`config.mk`:
```
export PLATFORM = sky130hd
export DESIGN_NAME = nth_one_finder
export DESIGN_NICKNAME = d
export VERILOG_FILES = /design/src/rtl/popcount.sv /design/src/rtl/nth_one_finder.sv
export SDC_FILE = /design/constraint.sdc
export NUM_CORES = 1
export LEC_CHECK = 0
export CELL_PAD_IN_SITES_DETAIL_PLACEMENT = 0
export CELL_PAD_IN_SITES_GLOBAL_PLACEMENT = 1
export CORE_MARGIN = 3
export CORE_UTILIZATION = 35
export CTS_CLUSTER_SIZE = 12
export DETAILED_ROUTE_END_ITERATION = 10
export PLACE_DENSITY = 0.73
export SLEW_MARGIN = 20
export SYNTH_ARGS = -nofsm -noshare
export SYNTH_HDL_FRONTEND = slang
export SYNTH_SLANG_ARGS = --single-unit
```
`constraint.sdc`:
```
create_clock -name clk_i -period 7 [get_ports clk_i]
set_clock_uncertainty 0.1 [all_clocks]
set_input_delay 1.4 -clock clk_i [delete_from_list [all_inputs] [get_ports clk_i]]
set_output_delay 1.4 -clock clk_i [all_outputs]
set_load 0.02 [all_outputs]
```
`src/rtl/popcount.sv`:
```
// Combinational population count of a vector; used per chunk by the select engine.
module popcount #(
  parameter int unsigned INPUT_WIDTH = 8
) (
  input  logic [INPUT_WIDTH-1:0]       data_i,
  output logic [$clog2(INPUT_WIDTH):0] count_o
);

  localparam int unsigned CNT_WIDTH = $clog2(INPUT_WIDTH) + 1;

  always_comb begin
    count_o = '0;
    for (int i = 0; i < INPUT_WIDTH; i++) begin
      count_o = count_o + CNT_WIDTH'(data_i[i]);
    end
  end

endmodule

```
`src/rtl/nth_one_finder.sv`:
```
// Multi-cycle rank select: position of the (n+1)-th set bit from the LSB,
// scanning CHUNK_WIDTH bits per cycle behind valid/ready handshakes.
module nth_one_finder #(
  parameter int unsigned INPUT_WIDTH = 64,
  parameter int unsigned CHUNK_WIDTH = 8
) (
  input  logic                             clk_i,
  input  logic                             rst_ni,
  input  logic                             in_valid_i,
  output logic                             in_ready_o,
  input  logic [INPUT_WIDTH-1:0]           data_i,
  input  logic [$clog2(INPUT_WIDTH):0]     n_i,
  output logic                             out_valid_o,
  input  logic                             out_ready_i,
  output logic                             found_o,
  output logic [$clog2(INPUT_WIDTH)-1:0]   idx_o,
  output logic [INPUT_WIDTH-1:0]           onehot_o
);

  localparam int unsigned IDX_WIDTH  = $clog2(INPUT_WIDTH);
  localparam int unsigned CNT_WIDTH  = $clog2(INPUT_WIDTH) + 1;
  localparam int unsigned NUM_CHUNKS = (INPUT_WIDTH + CHUNK_WIDTH - 1) / CHUNK_WIDTH;
  localparam int unsigned PAD_WIDTH  = NUM_CHUNKS * CHUNK_WIDTH;
  localparam int unsigned PTR_WIDTH  = (NUM_CHUNKS > 1) ? $clog2(NUM_CHUNKS) : 1;
  localparam int unsigned OFF_WIDTH  = $clog2(CHUNK_WIDTH);
  localparam int unsigned PC_WIDTH   = $clog2(CHUNK_WIDTH) + 1;
  localparam int unsigned LAST_PTR   = NUM_CHUNKS - 1;

  generate
    if ((CHUNK_WIDTH < 2) || ((CHUNK_WIDTH & (CHUNK_WIDTH - 1)) != 0)) begin : g_bad_chunk_pow2
      $error("nth_one_finder: CHUNK_WIDTH must be a power of two >= 2");
    end
    if (CHUNK_WIDTH > INPUT_WIDTH) begin : g_bad_chunk_size
      $error("nth_one_finder: CHUNK_WIDTH must not exceed INPUT_WIDTH");
    end
  endgenerate

  typedef enum logic [1:0] {
    S_IDLE = 2'd0,
    S_SCAN = 2'd1,
    S_DONE = 2'd2
  } state_e;

  state_e                 r_state,  w_state_nxt;
  logic [PAD_WIDTH-1:0]   r_data,   w_data_nxt;
  logic [CNT_WIDTH-1:0]   r_rem,    w_rem_nxt;
  logic [PTR_WIDTH-1:0]   r_ptr,    w_ptr_nxt;
  logic                   r_found,  w_found_nxt;
  logic [IDX_WIDTH-1:0]   r_idx,    w_idx_nxt;
  logic [INPUT_WIDTH-1:0] r_onehot, w_onehot_nxt;

  logic [PAD_WIDTH-1:0]   w_shifted;
  logic [CHUNK_WIDTH-1:0] w_chunk;
  logic [PC_WIDTH-1:0]    w_pc;
  logic [CNT_WIDTH-1:0]   w_run_cnt;
  logic                   w_hit;
  logic [OFF_WIDTH-1:0]   w_offset;
  logic [IDX_WIDTH-1:0]   w_idx_hit;
  logic [INPUT_WIDTH-1:0] w_onehot_hit;

  // Chunk ptr starts at bit ptr*CHUNK_WIDTH; CHUNK_WIDTH is a power of two.
  assign w_shifted = r_data >> {r_ptr, {OFF_WIDTH{1'b0}}};
  assign w_chunk   = w_shifted[CHUNK_WIDTH-1:0];

  popcount #(
    .INPUT_WIDTH(CHUNK_WIDTH)
  ) u_popcount (
    .data_i (w_chunk),
    .count_o(w_pc)
  );

  // Position of the rem-th set bit inside the current chunk.
  always_comb begin
    w_run_cnt = '0;
    w_hit     = 1'b0;
    w_offset  = '0;
    for (int i = 0; i < CHUNK_WIDTH; i++) begin
      if (w_chunk[i]) begin
        if (!w_hit && (w_run_cnt == r_rem)) begin
          w_hit    = 1'b1;
          w_offset = OFF_WIDTH'(i);
        end
        w_run_cnt = w_run_cnt + CNT_WIDTH'(1);
      end
    end
  end

  assign w_idx_hit    = IDX_WIDTH'({r_ptr, w_offset});
  assign w_onehot_hit = INPUT_WIDTH'(1) << w_idx_hit;

  always_ff @(posedge clk_i or negedge rst_ni) begin
    if (!rst_ni) begin
      r_state  <= S_IDLE;
      r_data   <= '0;
      r_rem    <= '0;
      r_ptr    <= '0;
      r_found  <= 1'b0;
      r_idx    <= '0;
      r_onehot <= '0;
    end else begin
      r_state  <= w_state_nxt;
      r_data   <= w_data_nxt;
      r_rem    <= w_rem_nxt;
      r_ptr    <= w_ptr_nxt;
      r_found  <= w_found_nxt;
      r_idx    <= w_idx_nxt;
      r_onehot <= w_onehot_nxt;
    end
  end

  always_comb begin
    w_state_nxt  = r_state;
    w_data_nxt   = r_data;
    w_rem_nxt    = r_rem;
    w_ptr_nxt    = r_ptr;
    w_found_nxt  = r_found;
    w_idx_nxt    = r_idx;
    w_onehot_nxt = r_onehot;
    unique case (r_state)
      S_IDLE: begin
        if (in_valid_i) begin
          w_data_nxt  = PAD_WIDTH'(data_i);
          w_rem_nxt   = n_i;
          w_ptr_nxt   = '0;
          w_state_nxt = S_SCAN;
        end
      end
      S_SCAN: begin
        if (r_rem < CNT_WIDTH'(w_pc)) begin
          w_found_nxt  = 1'b1;
          w_idx_nxt    = w_idx_hit;
          w_onehot_nxt = w_onehot_hit;
          w_state_nxt  = S_DONE;
        end else if (r_ptr == PTR_WIDTH'(LAST_PTR)) begin
          w_found_nxt  = 1'b0;
          w_idx_nxt    = '0;
          w_onehot_nxt = '0;
          w_state_nxt  = S_DONE;
        end else begin
          // Safe: this branch is only taken when rem >= pc.
          w_rem_nxt = r_rem - CNT_WIDTH'(w_pc);
          w_ptr_nxt = r_ptr + PTR_WIDTH'(1);
        end
      end
      S_DONE: begin
        if (out_ready_i) begin
          w_state_nxt = S_IDLE;
        end
      end
      default: begin
        w_state_nxt = S_IDLE;
      end
    endcase
  end

  assign in_ready_o  = (r_state == S_IDLE);
  assign out_valid_o = (r_state == S_DONE);
  assign found_o     = r_found;
  assign idx_o       = r_idx;
  assign onehot_o    = r_onehot;

endmodule

```
* Word level (Yosys, flattened, before mapping) *
Index checks and enable logic that the tools add are counted.

cells by class
  reduce and logical (&&, ||, !) cells = 22
  $add $sub $neg = 15
  shifts and indexed selects = 2
  equal/unequal tests = 15
  multiplexer cells = 54
  magnitude comparators = 1

operators with widths
  kind                                               count
  2-to-1 mux 64 bit                                  2
  << shifter 1 x 6 -> 64 bit (first input constant)  1
  right shift 64 x 6 -> 8 bit                        1
  2-to-1 mux 7 bit                                   8
  2-to-1 mux 3 bit                                   15
  equality test 7 bit                                6
  adder 7 x 1 -> 7 bit (second input constant)       5
  adder 4 x 1 -> 4 bit                               6
  2-to-1 mux 1 bit                                   19
  case mux 7 bit (2 select lines)                    1
  2-to-1 mux 6 bit                                   2
  2-to-1 mux 2 bit                                   5
  equality test 1 x 7 -> 1 bit                       1
  logical AND 1 bit                                  7
  logical NOT 1 bit                                  7
  logical NOT 7 bit                                  1
  < comparator 7 x 4 -> 1 bit                        1
  subtractor 7 x 4 -> 7 bit                          1
  != test 2 bit (second input constant)              3
  case mux 2 bit (3 select lines)                    1
  case mux 3 bit (2 select lines)                    1
  AND reduction 2 bit                                2
  AND reduction 4 bit                                1
  nonzero test 2 bit                                 2
  other kinds (10)                                   10

storage, ports and cells
  word-level logic and storage cells = 116
  register bits = 147

* Logic depth before layout (Yosys ltp) *
  depth after elaboration = 33
  depth in mapped cells = 26
  mapped depth without buffers = 23

* Modules after synthesis *
Synthesis repeated with hierarchy kept, for this count alone.

unflattened totals
  cell total of the unflattened synthesis = 685
  area, all modules = 7724.9 µm²

modules (own cells, without submodules)
  module          instances  cells each  seq. area each (µm²)  area each (µm²)
  nth_one_finder  1          661         3678.5                7534.7
  popcount        1          24          0.0                   190.2

* Worst setup path after synthesis *
OpenSTA, ideal clock, no wires.

  path type = reg2reg
  start = register r_ptr[2]
  end = register r_onehot[32], in the netlist onehot_o[32]
  path buffers = 2
  clock period less this slack = 6.173 ns
  data arrival time = 5.997 ns
  path slack = 0.827 ns
  cell stages (with the launch flop) = 22
  cell sequence = dfrtp_1 > buf_6 > mux4_2 > mux2i_1 > ha_1 > inv_1 > fa_1 > inv_1 > fa_1 > fa_1 > inv_1 > fa_1 > ha_1 > a21o_1 > a21o_1 > a211oi_1 > and3_1 > clkbuf_1 > nand2_1 > nor3_1 > a41oi_1 > o21ai_1

on the way
  cells in the longest elaborated chain, start to end = 32
  elaborated cells on any way between the ends = 75

ends and longest elaborated chain
  item                                                           RTL line               RTL
  from (decl)                                                    nth_one_finder.sv:47   logic [PTR_WIDTH-1:0] r_ptr, w_ptr_nxt;
  from (signal assigned)                                         nth_one_finder.sv:104  r_ptr <= w_ptr_nxt;
  branches (longest 32 deep; another with adder 7 x 1 -> 7 bit)  n/a
  to (signal assigned)                                           nth_one_finder.sv:107  r_onehot <= w_onehot_nxt;
  to (decl)                                                      nth_one_finder.sv:50   logic [INPUT_WIDTH-1:0] r_onehot, w_onehot_nxt;

Parallel ways; which one is timed is not known.
A chain may end at the register's enable or synchronous reset.

* Worst setup path in the final report *
  start = register r_ptr[2]
  end = register r_onehot[40], in the netlist onehot_o[40]

The elaborated chain is that of the path after synthesis.

==> qor.csv <==
stage;metric;value;unit
die;# IOs;148;
detailed_routing;Via density;5.30;
worst_setup_path;Setup CP Type;flop to flop;
timing;Setup violations, final;0;
timing;Setup TNS Final;0;ns
die;Die H;156;um
placement;HPWL Detailed;14900;um
die;Row Count;54;
grt;total global-route track usage;17.2;%
grt;vias in the first global route;5833;
min_path;hold path start;onehot_o[34]$_DFFE_PN0P_;
die;Die Footprint;0.0242;mm2
cells_and_area;most frequent cells in the layout;146 x dfrtp_1, 146 x clkdlybuf4s50_1, 73 x mux2_2;
cts;CTS buffer count;17;
worst_setup_path;Arrival @ worst endpoint;6.74;ns
cts;Clock Latency Late Sink;0.42;ns
worst_setup_path;CP Capture Type;flop;
yosys;Synth Instances;681;
worst_setup_path;crit-path cells;buf_4 -> mux4_2 -> mux2i_2 -> ha_1 -> inv_1 -> fa_1 -> inv_1 -> fa_1 -> fa_1 -> inv_1 -> fa_1 -> ha_1 -> a21o_1 -> a21o_1 -> a211oi_2 -> and3_1 -> buf_4 -> nand2_1 -> nor2_1 -> nand3_1 -> o21ai_1;
timing;Tmin final;6.50;ns
yosys;Post-synth EDFFs;0;
detailed_routing;drt first pass iters;5;
detailed_routing;# DRC;0;
worst_setup_path;internal reg-to-reg setup slack;0.50;ns
cells_and_area;share of post-route cells with drive strength above 1;19.5;%
detailed_routing;via count;5879;
timing;max-slew violations;0;
worst_setup_path;CP bufs+invs;5;
timing;Final period util;92.9;%
cells_and_area;Filler cells;2024;
run_status;outcome;finished clean;
cells_and_area;register area;0.00368;mm2
worst_setup_path;CP max stage delay;0.53;ns
min_path;worst hold path type;flop to flop;
worst_setup_path;crit start category;flop;
detailed_routing;Iter 0 DRT Violations;277;
worst_setup_path;kind of cell adding the most delay to the critical path;adder cells;
worst_setup_path;worst reg2reg path depth;21;
timing;Slew headroom;31.8;%
grt;largest net degree at the start of global routing;87;
timing;fmax;154;MHz
yosys;Syn Area/Cell;11.5;um2
cts;Clk pin slew, worst setup/hold paths;0.06;ns
detailed_routing;final wirelength;20800;um
cells_and_area;Antenna Diode Count;0;
grt;Remaining Overflow, GRT;0;
cts;H-tree Lvls;4;
cells_and_area;multi-input logic area;0.00392;mm2
placement;Port Buffers;147;
yosys;sequential cell area fraction in the yosys report;46.9;%
cells_and_area;Layout area overhead;29.5;%
worst_setup_path;CP Max Fanout;21;
worst_setup_path;Critical Path Start;r_ptr[2]$_DFFE_PN0P_;
placement;routability congestion estimate;0.812;
die;Die X;156;um
timing;unrepaired setup endpoints after global routing;no;
timing;final-report hold violation count;0;
cells_and_area;nets;914;
cts;Num Clock Sinks;147;
worst_setup_path;CP dominant cell by count;fa_1;
yosys;Yosys warning count;0;
die;Core Region;0.0219;mm2
cts;Root Buffer;clkbuf_16;
grt;initial antenna violation count;1;
worst_setup_path;Worst Path Required;7.24;ns
min_path;Hold Path End;onehot_o[34]$_DFFE_PN0P_;
grt;global-route wire length before repair;32900;um
run;max-cap violations;0;
yosys;Synth Cell Area;0.00784;mm2
detailed_routing;ANT nets after route;0;
cts;Post-CTS Hold Fix Bufs;0;
yosys;Synthesized Nets;776;
worst_setup_path;reg2reg start;r_ptr[2]$_DFFE_PN0P_;
cts;CTS Buffer Depth;2;
die;Initial Util;35.8;%
yosys;fraction of registers with async set/reset;100;%
yosys;most common flop cell mapped by yosys;dfrtp_1;
timing;Worst Max-Slew Pin Slew;1.02;ns
yosys;Yosys reg bits;147;
yosys;distinct cell type count after synthesis;79;
detailed_routing;WL/cell;18.7;um
cts;CTS tree;built;
worst_setup_path;Slowest-stage cell, CP;fa_1;
min_path;Worst Hold Depth;2;
worst_setup_path;RR Endpoint;onehot_o[40]$_DFFE_PN0P_;
-- worst min-delay path: stages (launching register included) --
cell	delay [ns]
dfrtp_1	0.34
nand2_1	0.04
o21ai_0	0.06
-- repair_timing --
action	in CTS	in global routing
endpoints found under the setup margin	0	14
resized for setup	0	7
setup buffers	0	0
-- synth_stat cells (3+ instances only) --
cell type / count / area (um2)
nor2_1: 28 / 105
or4_1: 5 / 37.5
xor2_1: 11 / 96.3
or3_1: 5 / 31.3
xnor2_1: 13 / 114
o21ai_0: 46 / 230
fa_1: 5 / 100
o21ai_1: 4 / 20.0
a41oi_1: 6 / 52.6
ha_1: 15 / 188
buf_6: 5 / 56.3
a32o_1: 8 / 80.1
a211oi_1: 3 / 22.5
nand2_1: 62 / 233
inv_1: 17 / 63.8
and2_1: 14 / 87.6
and3_1: 5 / 31.3
buf_2: 9 / 45.0
a21oi_1: 16 / 80.1
nor2b_1: 5 / 31.3
nand4_1: 4 / 25.0
mux4_2: 11 / 248
mux2i_1: 10 / 100
nor3_1: 7 / 35.0
a2bb2oi_1: 4 / 35.0
a21o_1: 6 / 45.0
xnor3_1: 3 / 67.6
nand3_1: 20 / 100
mux2_2: 73 / 822
nand2b_1: 5 / 31.3
clkbuf_1: 23 / 86.3
dfrtp_1: 147 / 3680
a22o_1: 27 / 236
-- logic make-up (layout without fill, tap and decap cells) --
group                    Yosys count  after routing  synth area share (%)
AND/OR/NAND/NOR                  177            177                  11.4
AO/OA/AOI/OAI                    152            153                  14.8
flip-flops                       147            147                  46.9
multiplexers                      96             96                  15.3
buffers and inverters             59            207                  3.81
XOR/XNOR                          29             29                  3.96
adder cells (fa/ha/maj)           21             21                  3.80
-- metrics by stage --
step / hold WS (ns) / utilization (%) / instance area (um2) / cells / worst slack [ns]
final: 0.377 / 46.4 / 10200 / 1110 / 0.495
after global routing: 0.410 / 46.4 / 10200 / 1110 / 0.0771
after CTS: 0.383 / 46.2 / 10100 / 1109 / 0.217
after detailed placement: 0.370 / 43.6 / 9550 / 1079 / 0.242
after global placement: 0.363 / 43.6 / 9540 / 1079 / 0.422
after floorplan: 0.375 / - / 7840 / 681 / 0.827
-- layer usage --
layer	GRT usage, %	vias up	share of wire, %
met2	26.4	174	45
met1	24.8	2915	48
met3	3.97	17	5.4
li1	-	2771	-
met5	0	-	0.063
met4	4.04	2	0.90
-- state kept, by name, indices dropped and copies added (netlist names) --
| register | flops |
|---|---|
| found_o | 1 |
| idx_o | 6 |
| onehot_o | 64 |
| r_data | 64 |
| r_ptr | 3 |
| r_rem | 7 |
| r_state | 2 |
-- worst max path at each step --
stage | endpoint | slack [ns] | depth (start not counted)
after CTS | onehot_o[32]$_DFFE_PN0P_ | 0.22 | 20
final | onehot_o[40]$_DFFE_PN0P_ | 0.50 | 21
after global routing | onehot_o[0]$_DFFE_PN0P_ | 0.08 | 21
after floorplan | onehot_o[32]$_DFFE_PN0P_ | 0.83 | 21
after detailed placement | idx_o[1]$_DFFE_PN0P_ | 0.24 | 20
after global placement | idx_o[1]$_DFFE_PN0P_ | 0.42 | 20
-- cell type report --
class                   instances  area share (%)
clock buffers                  21            4.54
well taps                     280            3.45
inverters                      19           0.752
clock inverters                 9            1.05
multi-input cells             476            38.6
repair buffers                158            15.3
flip-flops and latches        147            36.2
Power is left out: the tool's default activity adds up to more than one toggle a clock period on the data nets, which glitch-free logic cannot reach.
